[config.mk]
export PLATFORM = sky130hd
export DESIGN_NAME = mem_access_unit_flat
export DESIGN_NICKNAME = d
export VERILOG_FILES = /design/src/rtl/mem_access_unit_pkg.sv /design/src/rtl/mem_access_unit_if.sv /design/src/rtl/mem_access_unit_load_align.sv /design/src/rtl/mem_access_unit.sv /design/src/flat_wrapper.sv
export SDC_FILE = /design/constraint.sdc
export NUM_CORES = 1
export LEC_CHECK = 0
export CORE_UTILIZATION = 43
export DETAILED_ROUTE_END_ITERATION = 16
export PLACE_DENSITY = 0.87
export SETUP_SLACK_MARGIN = 0.02
export SYNTH_ARGS = -nofsm -noshare
export SYNTH_HDL_FRONTEND = slang
export SYNTH_SLANG_ARGS = --single-unit
export TNS_END_PERCENT = 20
[constraint.sdc]
create_clock -name clk -period 6.45 [get_ports clk]
set_clock_uncertainty 0.05 [all_clocks]
set_input_delay 1.29 -clock clk [delete_from_list [all_inputs] [get_ports clk]]
set_output_delay 1.29 -clock clk [all_outputs]
set_load 0.03 [all_outputs]
[src/rtl/mem_access_unit_pkg.sv]
// mem_access_unit_pkg
//   Shared definitions for the RV32I memory-access stage: load/store op
//   encodings, FSM state codes, byte-strobe constants and small op
//   classification helpers used by the top and the load aligner.
package mem_access_unit_pkg;

  typedef enum logic [4:0] {
    LS_NONE  = 5'h00,
    LS_LB    = 5'h01,
    LS_LH    = 5'h02,
    LS_LW    = 5'h03,
    LS_LUI   = 5'h04,
    LS_AUIPC = 5'h05,
    LS_SB    = 5'h06,
    LS_SH    = 5'h07,
    LS_SW    = 5'h08,
    LS_LBU   = 5'h09,
    LS_LHU   = 5'h0A
  } ls_op_e;

  typedef enum logic [1:0] {
    ST_IDLE   = 2'd0,
    ST_REQ    = 2'd1,
    ST_WAIT_R = 2'd2,
    ST_RESP   = 2'd3
  } state_e;

  localparam logic [3:0] STRB_NONE    = 4'b0000;
  localparam logic [3:0] STRB_BYTE0   = 4'b0001;
  localparam logic [3:0] STRB_HALF_LO = 4'b0011;
  localparam logic [3:0] STRB_HALF_HI = 4'b1100;
  localparam logic [3:0] STRB_WORD    = 4'b1111;

  function automatic logic is_load(input logic [4:0] op);
    return (op == LS_LB) || (op == LS_LH) || (op == LS_LW) ||
           (op == LS_LBU) || (op == LS_LHU);
  endfunction

  function automatic logic is_store(input logic [4:0] op);
    return (op == LS_SB) || (op == LS_SH) || (op == LS_SW);
  endfunction

  // Byte accesses can never be misaligned; halves need addr[0]==0,
  // words need addr[1:0]==0.
  function automatic logic is_misaligned(input logic [4:0] op, input logic [1:0] off);
    logic mis;
    mis = 1'b0;
    if ((op == LS_LH) || (op == LS_LHU) || (op == LS_SH)) mis = off[0];
    if ((op == LS_LW) || (op == LS_SW))                   mis = (off != 2'b00);
    return mis;
  endfunction

endpackage

[src/rtl/mem_access_unit_if.sv]
// mem_access_unit_if
//   Bundles the three handshakes of the memory stage:
//     upstream    in_valid/in_ready + ls_op, address, alu_rd, store_data, rd_idx
//     data bus    mem_req/mem_gnt/mem_rvalid + addr, we, wdata, wstrb, rdata
//     writeback   out_valid/out_ready + out_we, out_rd_idx, out_rd_data, out_err
//   master: the memory stage itself. slave: its environment (ALU, memory, WB).
interface mem_access_unit_if;
  logic        in_valid;
  logic        in_ready;
  logic [4:0]  ls_op;
  logic [31:0] address;
  logic [31:0] alu_rd;
  logic [31:0] store_data;
  logic [4:0]  rd_idx;

  logic        mem_req;
  logic        mem_we;
  logic [31:0] mem_addr;
  logic [31:0] mem_wdata;
  logic [3:0]  mem_wstrb;
  logic        mem_gnt;
  logic        mem_rvalid;
  logic [31:0] mem_rdata;

  logic        out_valid;
  logic        out_ready;
  logic        out_we;
  logic [4:0]  out_rd_idx;
  logic [31:0] out_rd_data;
  logic        out_err;

  modport master (
    input  in_valid, ls_op, address, alu_rd, store_data, rd_idx,
           mem_gnt, mem_rvalid, mem_rdata, out_ready,
    output in_ready, mem_req, mem_we, mem_addr, mem_wdata, mem_wstrb,
           out_valid, out_we, out_rd_idx, out_rd_data, out_err
  );

  modport slave (
    output in_valid, ls_op, address, alu_rd, store_data, rd_idx,
           mem_gnt, mem_rvalid, mem_rdata, out_ready,
    input  in_ready, mem_req, mem_we, mem_addr, mem_wdata, mem_wstrb,
           out_valid, out_we, out_rd_idx, out_rd_data, out_err
  );
endinterface

[src/rtl/mem_access_unit_load_align.sv]
// mem_load_align
//   Combinational load-data extraction: selects the addressed byte/half of
//   the returned bus word and sign- or zero-extends it to 32 bits.
//   rdata_i   returned bus word
//   off_i     address[1:0] of the access
//   ls_op_i   load op (lb/lh/lw/lbu/lhu; anything else yields 0)
//   value_o   extended writeback value
module mem_load_align
  import mem_access_unit_pkg::*;
(
  input  logic [31:0] rdata_i,
  input  logic [1:0]  off_i,
  input  logic [4:0]  ls_op_i,
  output logic [31:0] value_o
);

  logic signed [7:0]  byte_s;
  logic signed [15:0] half_s;

  always_comb begin
    byte_s  = rdata_i[{off_i, 3'b000} +: 8];
    half_s  = off_i[1] ? rdata_i[31:16] : rdata_i[15:0];
    value_o = 32'h0;
    case (ls_op_i)
      LS_LB:   value_o = 32'(byte_s);
      LS_LH:   value_o = 32'(half_s);
      LS_LBU:  value_o = {24'h0, byte_s};
      LS_LHU:  value_o = {16'h0, half_s};
      LS_LW:   value_o = rdata_i;
      default: value_o = 32'h0;
    endcase
  end

endmodule

[src/rtl/mem_access_unit.sv]
// mem_access_unit
//   RV32I memory stage behind the ALU. Accepts one op at a time, runs loads
//   and stores over a req/gnt/rvalid bus with byte-lane placement, detects
//   misalignment and bus timeouts, passes non-memory results through, and
//   hands each result to writeback over valid/ready.
//   clk, reset   rising-edge clock, synchronous active-high reset
//   bus          mem_access_unit_if.master (upstream, data bus, writeback)
//   TIMEOUT_CYCLES (1..255): cycles allowed in REQ+WAIT_R before abort.
module mem_access_unit
  import mem_access_unit_pkg::*;
#(
  parameter int TIMEOUT_CYCLES = 255
) (
  input logic              clk,
  input logic              reset,
  mem_access_unit_if.master bus
);

  // Counter value seen during the last permitted REQ/WAIT_R cycle.
  localparam logic [7:0] TO_LAST = 8'(TIMEOUT_CYCLES - 1);

  state_e      state_q, state_d;
  logic [7:0]  cnt_q, cnt_d;

  logic [4:0]  op_q, rd_q;
  logic [31:0] addr_q, sdata_q;

  logic [31:0] resp_data_q, resp_data_d;
  logic        resp_we_q, resp_we_d;
  logic        resp_err_q, resp_err_d;
  logic        resp_load;

  logic        accept;
  logic        timeout_hit;
  logic        in_mis;
  logic [31:0] load_val;
  logic [31:0] wdata;
  logic [3:0]  wstrb;

  assign accept      = bus.in_valid && (state_q == ST_IDLE);
  assign timeout_hit = (cnt_q == TO_LAST);
  assign in_mis      = is_misaligned(bus.ls_op, bus.address[1:0]);

  mem_load_align u_load_align (
    .rdata_i (bus.mem_rdata),
    .off_i   (addr_q[1:0]),
    .ls_op_i (op_q),
    .value_o (load_val)
  );

  // State register and timeout counter
  always_ff @(posedge clk) begin
    if (reset) begin
      state_q <= ST_IDLE;
      cnt_q   <= 8'h0;
    end else begin
      state_q <= state_d;
      cnt_q   <= cnt_d;
    end
  end

  // Op capture at accept, response capture on entry to RESP
  always_ff @(posedge clk) begin
    if (accept) begin
      op_q    <= bus.ls_op;
      addr_q  <= bus.address;
      sdata_q <= bus.store_data;
      rd_q    <= bus.rd_idx;
    end
    if (resp_load) begin
      resp_data_q <= resp_data_d;
      resp_we_q   <= resp_we_d;
      resp_err_q  <= resp_err_d;
    end
  end

  // Next-state logic
  always_comb begin
    state_d     = state_q;
    cnt_d       = cnt_q;
    resp_load   = 1'b0;
    resp_data_d = 32'h0;
    resp_we_d   = 1'b0;
    resp_err_d  = 1'b0;
    unique case (state_q)
      ST_IDLE: begin
        cnt_d = 8'h0;
        if (accept) begin
          if ((is_load(bus.ls_op) || is_store(bus.ls_op)) && !in_mis) begin
            state_d = ST_REQ;
          end else begin
            state_d   = ST_RESP;
            resp_load = 1'b1;
            if (in_mis) begin
              resp_err_d = 1'b1;
            end else begin
              resp_data_d = bus.alu_rd;
              resp_we_d   = (bus.rd_idx != 5'd0);
            end
          end
        end
      end
      ST_REQ: begin
        cnt_d = cnt_q + 8'd1;
        // A grant in the final allowed cycle still completes a store, but a
        // load would need at least one more cycle for its data, so it aborts.
        if (bus.mem_gnt && is_store(op_q)) begin
          state_d   = ST_RESP;
          resp_load = 1'b1;
          cnt_d     = 8'h0;
        end else if (timeout_hit) begin
          state_d    = ST_RESP;
          resp_load  = 1'b1;
          resp_err_d = 1'b1;
          cnt_d      = 8'h0;
        end else if (bus.mem_gnt) begin
          state_d = ST_WAIT_R;
        end
      end
      ST_WAIT_R: begin
        cnt_d = cnt_q + 8'd1;
        if (bus.mem_rvalid) begin
          state_d     = ST_RESP;
          resp_load   = 1'b1;
          resp_data_d = load_val;
          resp_we_d   = (rd_q != 5'd0);
          cnt_d       = 8'h0;
        end else if (timeout_hit) begin
          state_d    = ST_RESP;
          resp_load  = 1'b1;
          resp_err_d = 1'b1;
          cnt_d      = 8'h0;
        end
      end
      ST_RESP: begin
        cnt_d = 8'h0;
        if (bus.out_ready) state_d = ST_IDLE;
      end
      default: begin
        state_d = ST_IDLE;
        cnt_d   = 8'h0;
      end
    endcase
  end

  // Store lane placement; loads and non-memory ops drive no strobes.
  always_comb begin
    wdata = 32'h0;
    wstrb = STRB_NONE;
    case (op_q)
      LS_SB: begin
        wdata = {4{sdata_q[7:0]}};
        wstrb = STRB_BYTE0 << addr_q[1:0];
      end
      LS_SH: begin
        wdata = {2{sdata_q[15:0]}};
        wstrb = addr_q[1] ? STRB_HALF_HI : STRB_HALF_LO;
      end
      LS_SW: begin
        wdata = sdata_q;
        wstrb = STRB_WORD;
      end
      default: begin
        wdata = 32'h0;
        wstrb = STRB_NONE;
      end
    endcase
  end

  // Outputs are gated by state so everything reads 0 outside its phase.
  always_comb begin
    bus.in_ready    = (state_q == ST_IDLE);
    bus.mem_req     = (state_q == ST_REQ);
    bus.mem_we      = (state_q == ST_REQ) && is_store(op_q);
    bus.mem_addr    = (state_q == ST_REQ) ? {addr_q[31:2], 2'b00} : 32'h0;
    bus.mem_wdata   = (state_q == ST_REQ) ? wdata : 32'h0;
    bus.mem_wstrb   = (state_q == ST_REQ) ? wstrb : STRB_NONE;
    bus.out_valid   = (state_q == ST_RESP);
    bus.out_we      = (state_q == ST_RESP) && resp_we_q;
    bus.out_rd_idx  = (state_q == ST_RESP) ? rd_q : 5'd0;
    bus.out_rd_data = (state_q == ST_RESP) ? resp_data_q : 32'h0;
    bus.out_err     = (state_q == ST_RESP) && resp_err_q;
  end

endmodule

[src/flat_wrapper.sv]
// flat-port wrapper written by rule: the top's interface ports become plain ports
module mem_access_unit_flat import mem_access_unit_pkg::*;
#(
  parameter int TIMEOUT_CYCLES = 255
)
  (clk, reset, bus_in_valid, bus_ls_op, bus_address, bus_alu_rd, bus_store_data, bus_rd_idx, bus_mem_gnt, bus_mem_rvalid, bus_mem_rdata, bus_out_ready, bus_in_ready, bus_mem_req, bus_mem_we, bus_mem_addr, bus_mem_wdata, bus_mem_wstrb, bus_out_valid, bus_out_we, bus_out_rd_idx, bus_out_rd_data, bus_out_err);
  mem_access_unit_if bus_i ();
  input logic clk;
  input logic reset;
  input wire logic [$bits(bus_i.in_valid)-1:0] bus_in_valid;
  input wire logic [$bits(bus_i.ls_op)-1:0] bus_ls_op;
  input wire logic [$bits(bus_i.address)-1:0] bus_address;
  input wire logic [$bits(bus_i.alu_rd)-1:0] bus_alu_rd;
  input wire logic [$bits(bus_i.store_data)-1:0] bus_store_data;
  input wire logic [$bits(bus_i.rd_idx)-1:0] bus_rd_idx;
  input wire logic [$bits(bus_i.mem_gnt)-1:0] bus_mem_gnt;
  input wire logic [$bits(bus_i.mem_rvalid)-1:0] bus_mem_rvalid;
  input wire logic [$bits(bus_i.mem_rdata)-1:0] bus_mem_rdata;
  input wire logic [$bits(bus_i.out_ready)-1:0] bus_out_ready;
  output wire logic [$bits(bus_i.in_ready)-1:0] bus_in_ready;
  output wire logic [$bits(bus_i.mem_req)-1:0] bus_mem_req;
  output wire logic [$bits(bus_i.mem_we)-1:0] bus_mem_we;
  output wire logic [$bits(bus_i.mem_addr)-1:0] bus_mem_addr;
  output wire logic [$bits(bus_i.mem_wdata)-1:0] bus_mem_wdata;
  output wire logic [$bits(bus_i.mem_wstrb)-1:0] bus_mem_wstrb;
  output wire logic [$bits(bus_i.out_valid)-1:0] bus_out_valid;
  output wire logic [$bits(bus_i.out_we)-1:0] bus_out_we;
  output wire logic [$bits(bus_i.out_rd_idx)-1:0] bus_out_rd_idx;
  output wire logic [$bits(bus_i.out_rd_data)-1:0] bus_out_rd_data;
  output wire logic [$bits(bus_i.out_err)-1:0] bus_out_err;
  assign bus_i.in_valid = bus_in_valid;
  assign bus_i.ls_op = bus_ls_op;
  assign bus_i.address = bus_address;
  assign bus_i.alu_rd = bus_alu_rd;
  assign bus_i.store_data = bus_store_data;
  assign bus_i.rd_idx = bus_rd_idx;
  assign bus_i.mem_gnt = bus_mem_gnt;
  assign bus_i.mem_rvalid = bus_mem_rvalid;
  assign bus_i.mem_rdata = bus_mem_rdata;
  assign bus_i.out_ready = bus_out_ready;
  assign bus_in_ready = bus_i.in_ready;
  assign bus_mem_req = bus_i.mem_req;
  assign bus_mem_we = bus_i.mem_we;
  assign bus_mem_addr = bus_i.mem_addr;
  assign bus_mem_wdata = bus_i.mem_wdata;
  assign bus_mem_wstrb = bus_i.mem_wstrb;
  assign bus_out_valid = bus_i.out_valid;
  assign bus_out_we = bus_i.out_we;
  assign bus_out_rd_idx = bus_i.out_rd_idx;
  assign bus_out_rd_data = bus_i.out_rd_data;
  assign bus_out_err = bus_i.out_err;
  mem_access_unit #(.TIMEOUT_CYCLES(TIMEOUT_CYCLES)) u_core (.clk(clk), .reset(reset), .bus(bus_i));
endmodule
---- Word-level counts from Yosys, hierarchy flattened ----
Index checks and enable logic that the tools add are counted.
Widths: inputs -> output; s select.
word-level totals
  output and inout port bits .............. 111
  logic and storage cells ................. 108
  bits in registers ....................... 118
operators by class
  multiplexer cells ....................... 47
  add/subtract/negate cells ............... 1
  reductions and logical operators ........ 25
  shifts and indexed selects .............. 2
  eq/ne operators ......................... 24
operators by type and width
  cell                 count
  $mux 32              7
  $pmux 32 s5          1
  $pmux 32 s3          1
  $pmux 32 s2          1
  $shiftx 32x6->8      1
  $eq 5x4->1 const B   6
  $mux 8               3
  $pmux 8 s3           1
  $eq 5x2->1 const B   4
  $eq 5x3->1 const B   4
  $mux 1               16
  $mux 16              1
  $mux 2               8
  $logic_or 1x1->1     12
  $pmux 4 s3           1
  $eq 5x1->1 const B   2
  $reduce_bool 5->1    2
  $add 8x1->8 const B  1
  $eq 8x8->1 const B   1
  $mux 4               2
  $pmux 2 s4           1
  $logic_and 1x1->1    6
  $pmux 1 s3           2
  $mux 5               1
  13 further kinds     14

---- Depth between registers and ports, before layout ----
Gate-level depths: netlist of run 1.
  word-level depth ........................ 10
  depth in mapped cells ................... 8
  gate-level depth less buffers ........... 7

---- Hierarchy ----
Synthesis of run 1 repeated with hierarchy kept, for this count alone.
second synthesis, totals
  cell total of the unflattened synthesis .. 480
  area, all modules ....................... 6072.1 µm²
modules (own cells, without submodules)
  module           cells an instance  area each (µm²)  times used
  mem_access_unit  393                5337.6           1
  mem_load_align   87                 734.5            1

---- Worst setup path before layout of run 1 ----
No wires, ideal clock.
  path kind ............................... input to register
  start point ............................. input bus_ls_op[1]
  end point ............................... register u_core.resp_data_q[0] (enable)
  stages on the path ...................... 5
  path buffers ............................ 0
  data arrival time ....................... 4.607 ns
  required time ........................... 5.923 ns
  library setup time ...................... 0.477 ns
  slack ................................... 1.316 ns
  cells stage by stage .................... inv_1 or4b_1 o311ai_0 nor3_1 o31ai_1
on the way
  word-level cells in the longest chain between the ends .. 10
  elaborated cells between the ends (all ways) .. 25
  classes of those cells .................. eq/ne: 8; mux: 5; reduce/logical: 12
RTL lines
  element                                                     line                                                  RTL
  start: declaration                                          flat_wrapper.sv:11                                    input wire logic [$bits(bus_i.ls_op)-1:0] bus_ls_op;
  $eq 5x2->1, or another cell as far along                    mem_access_unit_pkg.sv:35, mem_access_unit_pkg.sv:48
  $logic_or 1x1->1, on equally long branches (2 in series)    mem_access_unit_pkg.sv:48, mem_access_unit_pkg.sv:35
  $mux 1 / $logic_or 1x1->1 (equally long branches)           mem_access_unit_pkg.sv:48, mem_access_unit_pkg.sv:35
  $mux 1 / $logic_or 1x1->1 (equally long branches)           mem_access_unit_pkg.sv:49, mem_access_unit_pkg.sv:36
  $logic_not 1->1 / $logic_or 1x1->1 (equally long branches)  mem_access_unit.sv:89                                 if ((is_load(bus.ls_op) || is_store(bus.ls_op)) && !in_mis) begin
  $logic_and 1x1->1 (*)                                       mem_access_unit.sv:89
  $mux 1 (*)                                                  mem_access_unit.sv:89
  $mux 1 (*)                                                  mem_access_unit.sv:88                                 if (accept) begin
  $pmux 1 s3 (*)                                              mem_access_unit.sv:85                                 unique case (state_q)
  net u_core.resp_load                                        mem_access_unit.sv:31                                 logic resp_load;
  end signal: assignment                                      mem_access_unit.sv:71                                 resp_data_q <= resp_data_d;
  end: declaration                                            mem_access_unit.sv:28                                 logic [31:0] resp_data_q, resp_data_d;
The timed path passes the listed nets; every way through them passes the cells marked *.
A chain may end at the register's enable or synchronous reset.

---- Final worst setup path of run 1 ----
  start point ............................. register u_core.op_q[0]
  end point ............................... output bus_mem_wdata[14]
on the way
  word-level cells in the longest chain between the ends .. 3
  elaborated cells between the ends (all ways) .. 5
  classes of those cells .................. eq/ne: 3; mux: 2
RTL lines
  element                                          line                    RTL
  start: declaration                               mem_access_unit.sv:25   logic [4:0] op_q, rd_q;
  start signal: assignment                         mem_access_unit.sv:65   op_q <= bus.ls_op;
  $eq 5x4->1 / $eq 5x3->1 (equally long branches)  mem_access_unit.sv:150  case (op_q)
  $pmux 32 s3 (*)                                  mem_access_unit.sv:150
  $mux 32 (*)                                      mem_access_unit.sv:176  bus.mem_wdata = (state_q == ST_REQ) ? wdata : 32'h0;
  end: declaration                                 flat_wrapper.sv:24      output wire logic [$bits(bus_i.mem_wdata)-1:0] bus_mem_wdata;
Every way passes the cells marked *; elsewhere a longest branch is shown, timed or not.

==> run summary, run 1 <==
status -> completed
CTS sink count -> 118
antenna cell count -> 0
sequential power share -> 0.378
Critical Path Fanout Max -> 18
first-pass GRT wire length -> 27.8 mm
PwrDens -> 332 nW/µm²
hold_sp -> u_core.cnt_q[0]$_SDFF_PP0_
minimum clock period -> 4730 ps
maximum vdd ir drop -> 0.000212 V
latest clock arrival within the worst-skew pair -> 400 ps
startpoint types -> flip-flop
Leakage -> 3.29 nW
worst path bufs/invs -> 1
Net Sw Frac -> 0.315
syn_area_per_cell -> 12.0 µm²
#FFs+latches synth -> 118
# hold bufs at CTS -> 0
Clock Path Buffers -> 2
Die X -> 119 µm
top-area cell type share of the netlist area -> 0.550
Routed Antenna Nets -> 0
Layout area overhead -> 55.1%
count of final hold-check violations -> 0
Yosys top cell by area -> edfxtp_1
total number of vias -> 5168
total grt overflow -> 0
Port Buffers -> 252
DRT Wirelength -> 18.2 mm
Initial Util -> 0.444
detailed-placement wirelength estimate -> 13.0 mm
HP Class -> reg -> reg
Synth area leaders -> edfxtp_1 55%, and2_1 8.3%, a22o_1 3.6%, dfxtp_1 3.4%, mux4_2 3.1%
die area -> 14200 µm²
Hold Path Sink -> u_core.cnt_q[0]$_SDFF_PP0_
Post-Synthesis Cells -> 493
Rows -> 42
Slew Viols, Final -> 0
reg2reg end -> u_core.resp_data_q[19]$_DFFE_PP_
routability cong. -> 0.921
final worst-path cycle share -> 0.733
CTS tree -> yes
Post-Syn Area -> 5900 µm²
Pint -> 0.00208 W
Yosys Warn Count -> 0
R2R Setup Slk -> 3730 ps
slowest CP cell -> clkdlybuf4s50_1
Worst-path clk slew -> 50 ps
Combinational Power Share -> 0.303
post-synthesis sequential area ratio -> 0.584
Fillers -> 964
R2R cell count -> 8
RSZ-0062 raised after global routing -> false
most common cell in the netlist -> edfxtp_1
Max-slew headroom -> 0.135
Crit. End Element -> primary output
largest net degree at the start of global routing -> 76
r2r startpoint -> u_core.state_q[0]$_SDFFE_PP0P_
DRT Pass-1 Iters -> 9
most used flip-flop cell after synthesis -> edfxtp_1
crit path kind -> reg -> out
GR Util All Layers -> 0.262
ys async rst share -> 0
cell family with most CP delay -> simple AND/OR/NAND/NOR gates
library cells used by synthesis -> 54
setup TNS -> 0 ps
DR vias/cell -> 5.59
CP Data Arrival Time -> 3390 ps
Die Y-Extent -> 119 µm
Fmax -> 212 MHz
sw power -> 0.000956 W
Design Power -> 0.00304 W
hold path depth -> 1
vias in the first global route -> 5178
WL per Instance -> 19.7 µm
Setup Buffers After CTS -> 0
clock share of power -> 0.320
initial antenna violation count -> 0
layout net count -> 885
clock root buffer -> clkbuf_16
DRC -> 0
Setup Viol. Count Final -> 0
Max-cap violations -> 0
critical path data required time -> 5110 ps
Top Ports -> 255
H-tree Lvls -> 4
CP max stage delay -> 700 ps
Worst Tran Pin Value -> 1300 ps
cts repair resizes -> 0
1st-iter DRT viols -> 475
share of cells above drive strength 1 -> 0.0682
number of synthesized flops with an enable pin -> 108
Core Area -> 13300 µm²
Cell Chain, Critical Path -> and2_1, and3_1, or2_2, nand2_1, a21oi_1, clkdlybuf4s50_1
commonest cells in the netlist -> 108 x edfxtp_1, 78 x and2_1, 44 x nand2_1
Num CTS Buffers -> 17
==> layer usage <==
metal	vias to the layer above	global-route usage	routed length, µm
li1	2325	-	-
met4	0	0.113	411
met2	328	0.445	9100
met5	-	0	0
met1	2483	0.295	6860
met3	32	0.0934	1870
==> metrics by stage <==
| step | cell area, µm² | setup WS (ps) | utilization | hold WS (ps) | cells |
|---|---|---|---|---|---|
| after global routing | 9150 | 1500 | 0.688 | 473 | 924 |
| final | 9150 | 1720 | 0.688 | 434 | 924 |
| after global placement | 8540 | 2310 | 0.642 | 402 | 892 |
| after CTS | 9150 | 1690 | 0.688 | 444 | 924 |
| after detailed placement | 8540 | 2150 | 0.642 | 433 | 892 |
| after floorplan | 5900 | 1320 | - | 391 | 494 |
==> flip-flops by register name (all words and copies together) (netlist names) <==
signal / count
u_core.resp_err_q: 1
u_core.resp_we_q: 1
u_core.rd_q: 5
u_core.addr_q: 32
u_core.sdata_q: 32
u_core.state_q: 2
u_core.cnt_q: 8
u_core.op_q: 5
u_core.resp_data_q: 32
==> kinds of logic (layout without fill, tap and decap cells) <==
logic type	count (synthesis)	count (layout)	share of synthesized area
buffers and inverters	49	303	0.0371
DFF	118	118	0.584
muxes	11	11	0.0356
adders and majority gates	6	6	0.0127
AOI/OAI and AO/OA	101	101	0.141
xor gates and xnor gates	6	6	0.00891
other	1	2	0.000636
and+or+nand+nor	201	201	0.181
==> cell type report <==
class                           count  area, µm²  area share
Timing Repair Buffer              259       2570       0.281
Clock buffer                       17        425      0.0465
Multi-Input combinational cell    327       2260       0.247
Tap cell                          176        220      0.0241
Clock inverter                     15        186      0.0204
Sequential cell                   118       3440       0.376
Inverter                           12       45.0     0.00492
==> cells in the final DEF (no fill, tap or decap), drive strengths merged, types with 7 or more instances in the layout <==
| cell type | netlist | final |
|---|---|---|
| a211o | 8 | 8 |
| buf | 15 | 7 |
| a22oi | 16 | 16 |
| edfxtp | 108 | 108 |
| nor2 | 40 | 40 |
| a21oi | 10 | 10 |
| nand2 | 44 | 44 |
| a222oi | 14 | 14 |
| dfxtp | 10 | 10 |
| clkbuf | 22 | 17 |
| clkdlybuf4s50 | 0 | 252 |
| and2 | 79 | 79 |
| o2bb2ai | 9 | 9 |
| clkinv | 0 | 7 |
| mux4 | 8 | 8 |
| a22o | 24 | 24 |
| inv | 12 | 12 |
==> power by group through the flow <==
stage	clock, W	sequential (W)	combinational (W)
finish	0.000972	0.00115	0.000920
global route	0.00102	0.00116	0.000981
CTS	0.000985	0.00115	0.000926
detailed placement	0	0.00116	0.000920
global placement	0	0.00115	0.000901
floorplan	0	0.00113	0.000564
==> worst max-delay path by stage <==
| stage | cells after the start | from | to |
|---|---|---|---|
| after detailed placement | 6 | u_core.op_q[0]$_DFFE_PP_ | bus_mem_wdata[14] |
| after CTS | 6 | u_core.op_q[0]$_DFFE_PP_ | bus_mem_wdata[14] |
| final | 6 | u_core.op_q[0]$_DFFE_PP_ | bus_mem_wdata[14] |
| after global placement | 6 | u_core.op_q[0]$_DFFE_PP_ | bus_mem_wdata[14] |
| after global routing | 6 | u_core.op_q[0]$_DFFE_PP_ | bus_mem_wdata[14] |
| after floorplan | 5 | bus_ls_op[1] | u_core.resp_data_q[0]$_DFFE_PP_ |
Note: power is estimated with default switching activity, not from simulation.
==> run 2: changes to the inputs <==
==> constraint.sdc (replaced) <==
create_clock -name clk -period 4.65 [get_ports clk]
set_clock_uncertainty 0.05 [all_clocks]
set_input_delay 0.93 -clock clk [delete_from_list [all_inputs] [get_ports clk]]
set_output_delay 0.93 -clock clk [all_outputs]
set_load 0.03 [all_outputs]
==> run summary, run 2 (synthesis results as in run 1) <==
clock share of power -> 0.303 (was 0.320)
Die X -> 119 µm (unchanged)
Max-cap violations -> 0 (unchanged)
Setup Buffers After CTS -> 0 (unchanged)
detailed-placement wirelength estimate -> 13.4 mm (was 13.0 mm)
sequential power share -> 0.386 (was 0.378)
total number of vias -> 5163 (was 5168)
critical path data required time -> 3670 ps (was 5110 ps)
CTS tree -> yes (unchanged)
Cell Chain, Critical Path -> nor4b_2, o21ai_1, inv_1, and2_1, clkdlybuf4s50_1 (was and2_1, and3_1, or2_2, nand2_1, a21oi_1, clkdlybuf4s50_1)
Clock Path Buffers -> 2 (unchanged)
crit path kind -> reg -> out (unchanged)
DRC -> 0 (unchanged)
DRT Wirelength -> 18.6 mm (was 18.2 mm)
setup TNS -> 0 ps (unchanged)
routability cong. -> 0.852 (was 0.921)
count of final hold-check violations -> 0 (unchanged)
CP Data Arrival Time -> 3400 ps (was 3390 ps)
Critical Path Fanout Max -> 17 (was 18)
status -> completed (unchanged)
die area -> 14200 µm² (unchanged)
PwrDens -> 453 nW/µm² (was 332 nW/µm²)
Initial Util -> 0.444 (unchanged)
hold_sp -> u_core.cnt_q[0]$_SDFF_PP0_ (unchanged)
DRT Pass-1 Iters -> 6 (was 9)
RSZ-0062 raised after global routing -> false (unchanged)
Fmax -> 229 MHz
total grt overflow -> 0 (unchanged)
CP max stage delay -> 950 ps (was 700 ps)
Setup Viol. Count Final -> 0 (unchanged)
final worst-path cycle share -> 0.941
Rows -> 42 (unchanged)
minimum clock period -> 4380 ps
Num CTS Buffers -> 17 (unchanged)
Combinational Power Share -> 0.311 (was 0.303)
Top Ports -> 255 (unchanged)
Non-Filler Instances -> 924 (unchanged)
startpoint types -> flip-flop (unchanged)
GR Util All Layers -> 0.265 (was 0.262)
Slew Viols, Final -> 0 (unchanged)
DR vias/cell -> 5.59 (about the same)
cts repair resizes -> 0 (unchanged)
Worst-path clk slew -> 50 ps (about the same)
antenna cell count -> 0 (unchanged)
Die Y-Extent -> 119 µm (unchanged)
Net Sw Frac -> 0.325 (was 0.315)
H-tree Lvls -> 4 (unchanged)
WL per Instance -> 20.1 µm (was 19.7 µm)
Layout area overhead -> 54.3% (was 55.1%)
Port Buffers -> 252 (unchanged)
1st-iter DRT viols -> 626 (was 475)
CTS sink count -> 118 (unchanged)
Routed Antenna Nets -> 0 (unchanged)
Crit. End Element -> primary output (unchanged)
Max-slew headroom -> 0.195 (was 0.135)
# hold bufs at CTS -> 0 (unchanged)
latest clock arrival within the worst-skew pair -> 410 ps (was 400 ps)
Leakage -> 3.27 nW (was 3.29 nW)
Worst Tran Pin Value -> 1200 ps (was 1300 ps)
most frequent cells in the layout -> 252 x clkdlybuf4s50_1, 108 x edfxtp_1, 78 x and2_1 (unchanged)
most common cell after layout, fill and taps aside -> clkdlybuf4s50_1 (unchanged)
first-pass GRT wire length -> 28.0 mm (was 27.8 mm)
Area after DPL -> 8540 µm² (unchanged)
Finished Cell Area -> 9100 µm² (was 9150 µm²)
Pint -> 0.00279 W (was 0.00208 W)
sw power -> 0.00134 W (was 0.000956 W)
dpl cells -> 892 (unchanged)
layout net count -> 885 (unchanged)
crit path from -> u_core.op_q[3]$_DFFE_PP_ (was u_core.op_q[0]$_DFFE_PP_)
share of cells above drive strength 1 -> 0.0682 (unchanged)
r2r startpoint -> u_core.op_q[0]$_DFFE_PP_ (was u_core.state_q[0]$_SDFFE_PP0P_)
clock root buffer -> clkbuf_16 (unchanged)
biggest regs -> u_core.addr_q (32), u_core.resp_data_q (32), u_core.sdata_q (32) (unchanged)
HP Class -> reg -> reg (unchanged)
slowest CP cell -> o21ai_1 (was clkdlybuf4s50_1)
initial antenna violation count -> 0 (unchanged)
maximum vdd ir drop -> 0.000317 V (was 0.000212 V)
Core Area -> 13300 µm² (unchanged)
vias in the first global route -> 5214 (was 5178)
largest net degree at the start of global routing -> 75 (was 76)
[run 2: layout make-up]
cell class              instances  area [µm²]
fillers                       926        4190
inverters                      12        45.0
flip-flops and latches        118        3440
clock buffers                  19         433
multi-input cells             327        2260
repair buffers                259        2570
clock inverters                13         133
well taps                     176         220
[run 2: routing by layer]
| metal | GRT usage | vias to the layer above | wire, µm |
|---|---|---|---|
| met5 | 0 | - | 0 |
| met4 | 0.137 | 0 | 607 |
| met3 | 0.0790 | 49 | 2140 |
| met2 | 0.452 | 377 | 9160 |
| met1 | 0.298 | 2411 | 6680 |
| li1 | - | 2326 | - |
[run 2: path summary, 6_finish.rpt]
check	to	slack, ps	cells after the start
max reg2reg	u_core.resp_data_q[14]$_DFFE_PP_	2070	5
min	u_core.cnt_q[0]$_SDFF_PP0_	430	1
max	bus_mem_wdata[5]	270	5
min reg2reg	u_core.cnt_q[0]$_SDFF_PP0_	430	1
[run 2: critical path: cells and delay by family (launching register included)]
family                 cells  cell delay [ps]
buffers and inverters      2             1010
AOI/OAI and AO/OA          1              950
and+or+nand+nor            2              520
DFF                        1              510
[run 2: metrics by stage]
stage / worst slack, ps / hold slack, ps / total power (W) / util
2_1_floorplan: 930 / 391 / 0.00234 / -
3_3_place_gp: 893 / 406 / 0.00284 / 0.642
3_5_place_dp: 734 / 418 / 0.00289 / 0.642
4_1_cts: 263 / 431 / 0.00415 / 0.685
5_1_grt: 45.3 / 459 / 0.00429 / 0.685
6_report: 275 / 432 / 0.00413 / 0.685
[run 2: power groups by stage]
stage | logic [W] | registers [W] | clock network (W)
2_1_floorplan | 0.000785 | 0.00156 | 0
4_1_cts | 0.00129 | 0.00159 | 0.00127
3_3_place_gp | 0.00124 | 0.00159 | 0
5_1_grt | 0.00136 | 0.00161 | 0.00131
6_report | 0.00128 | 0.00159 | 0.00125
3_5_place_dp | 0.00128 | 0.00161 | 0
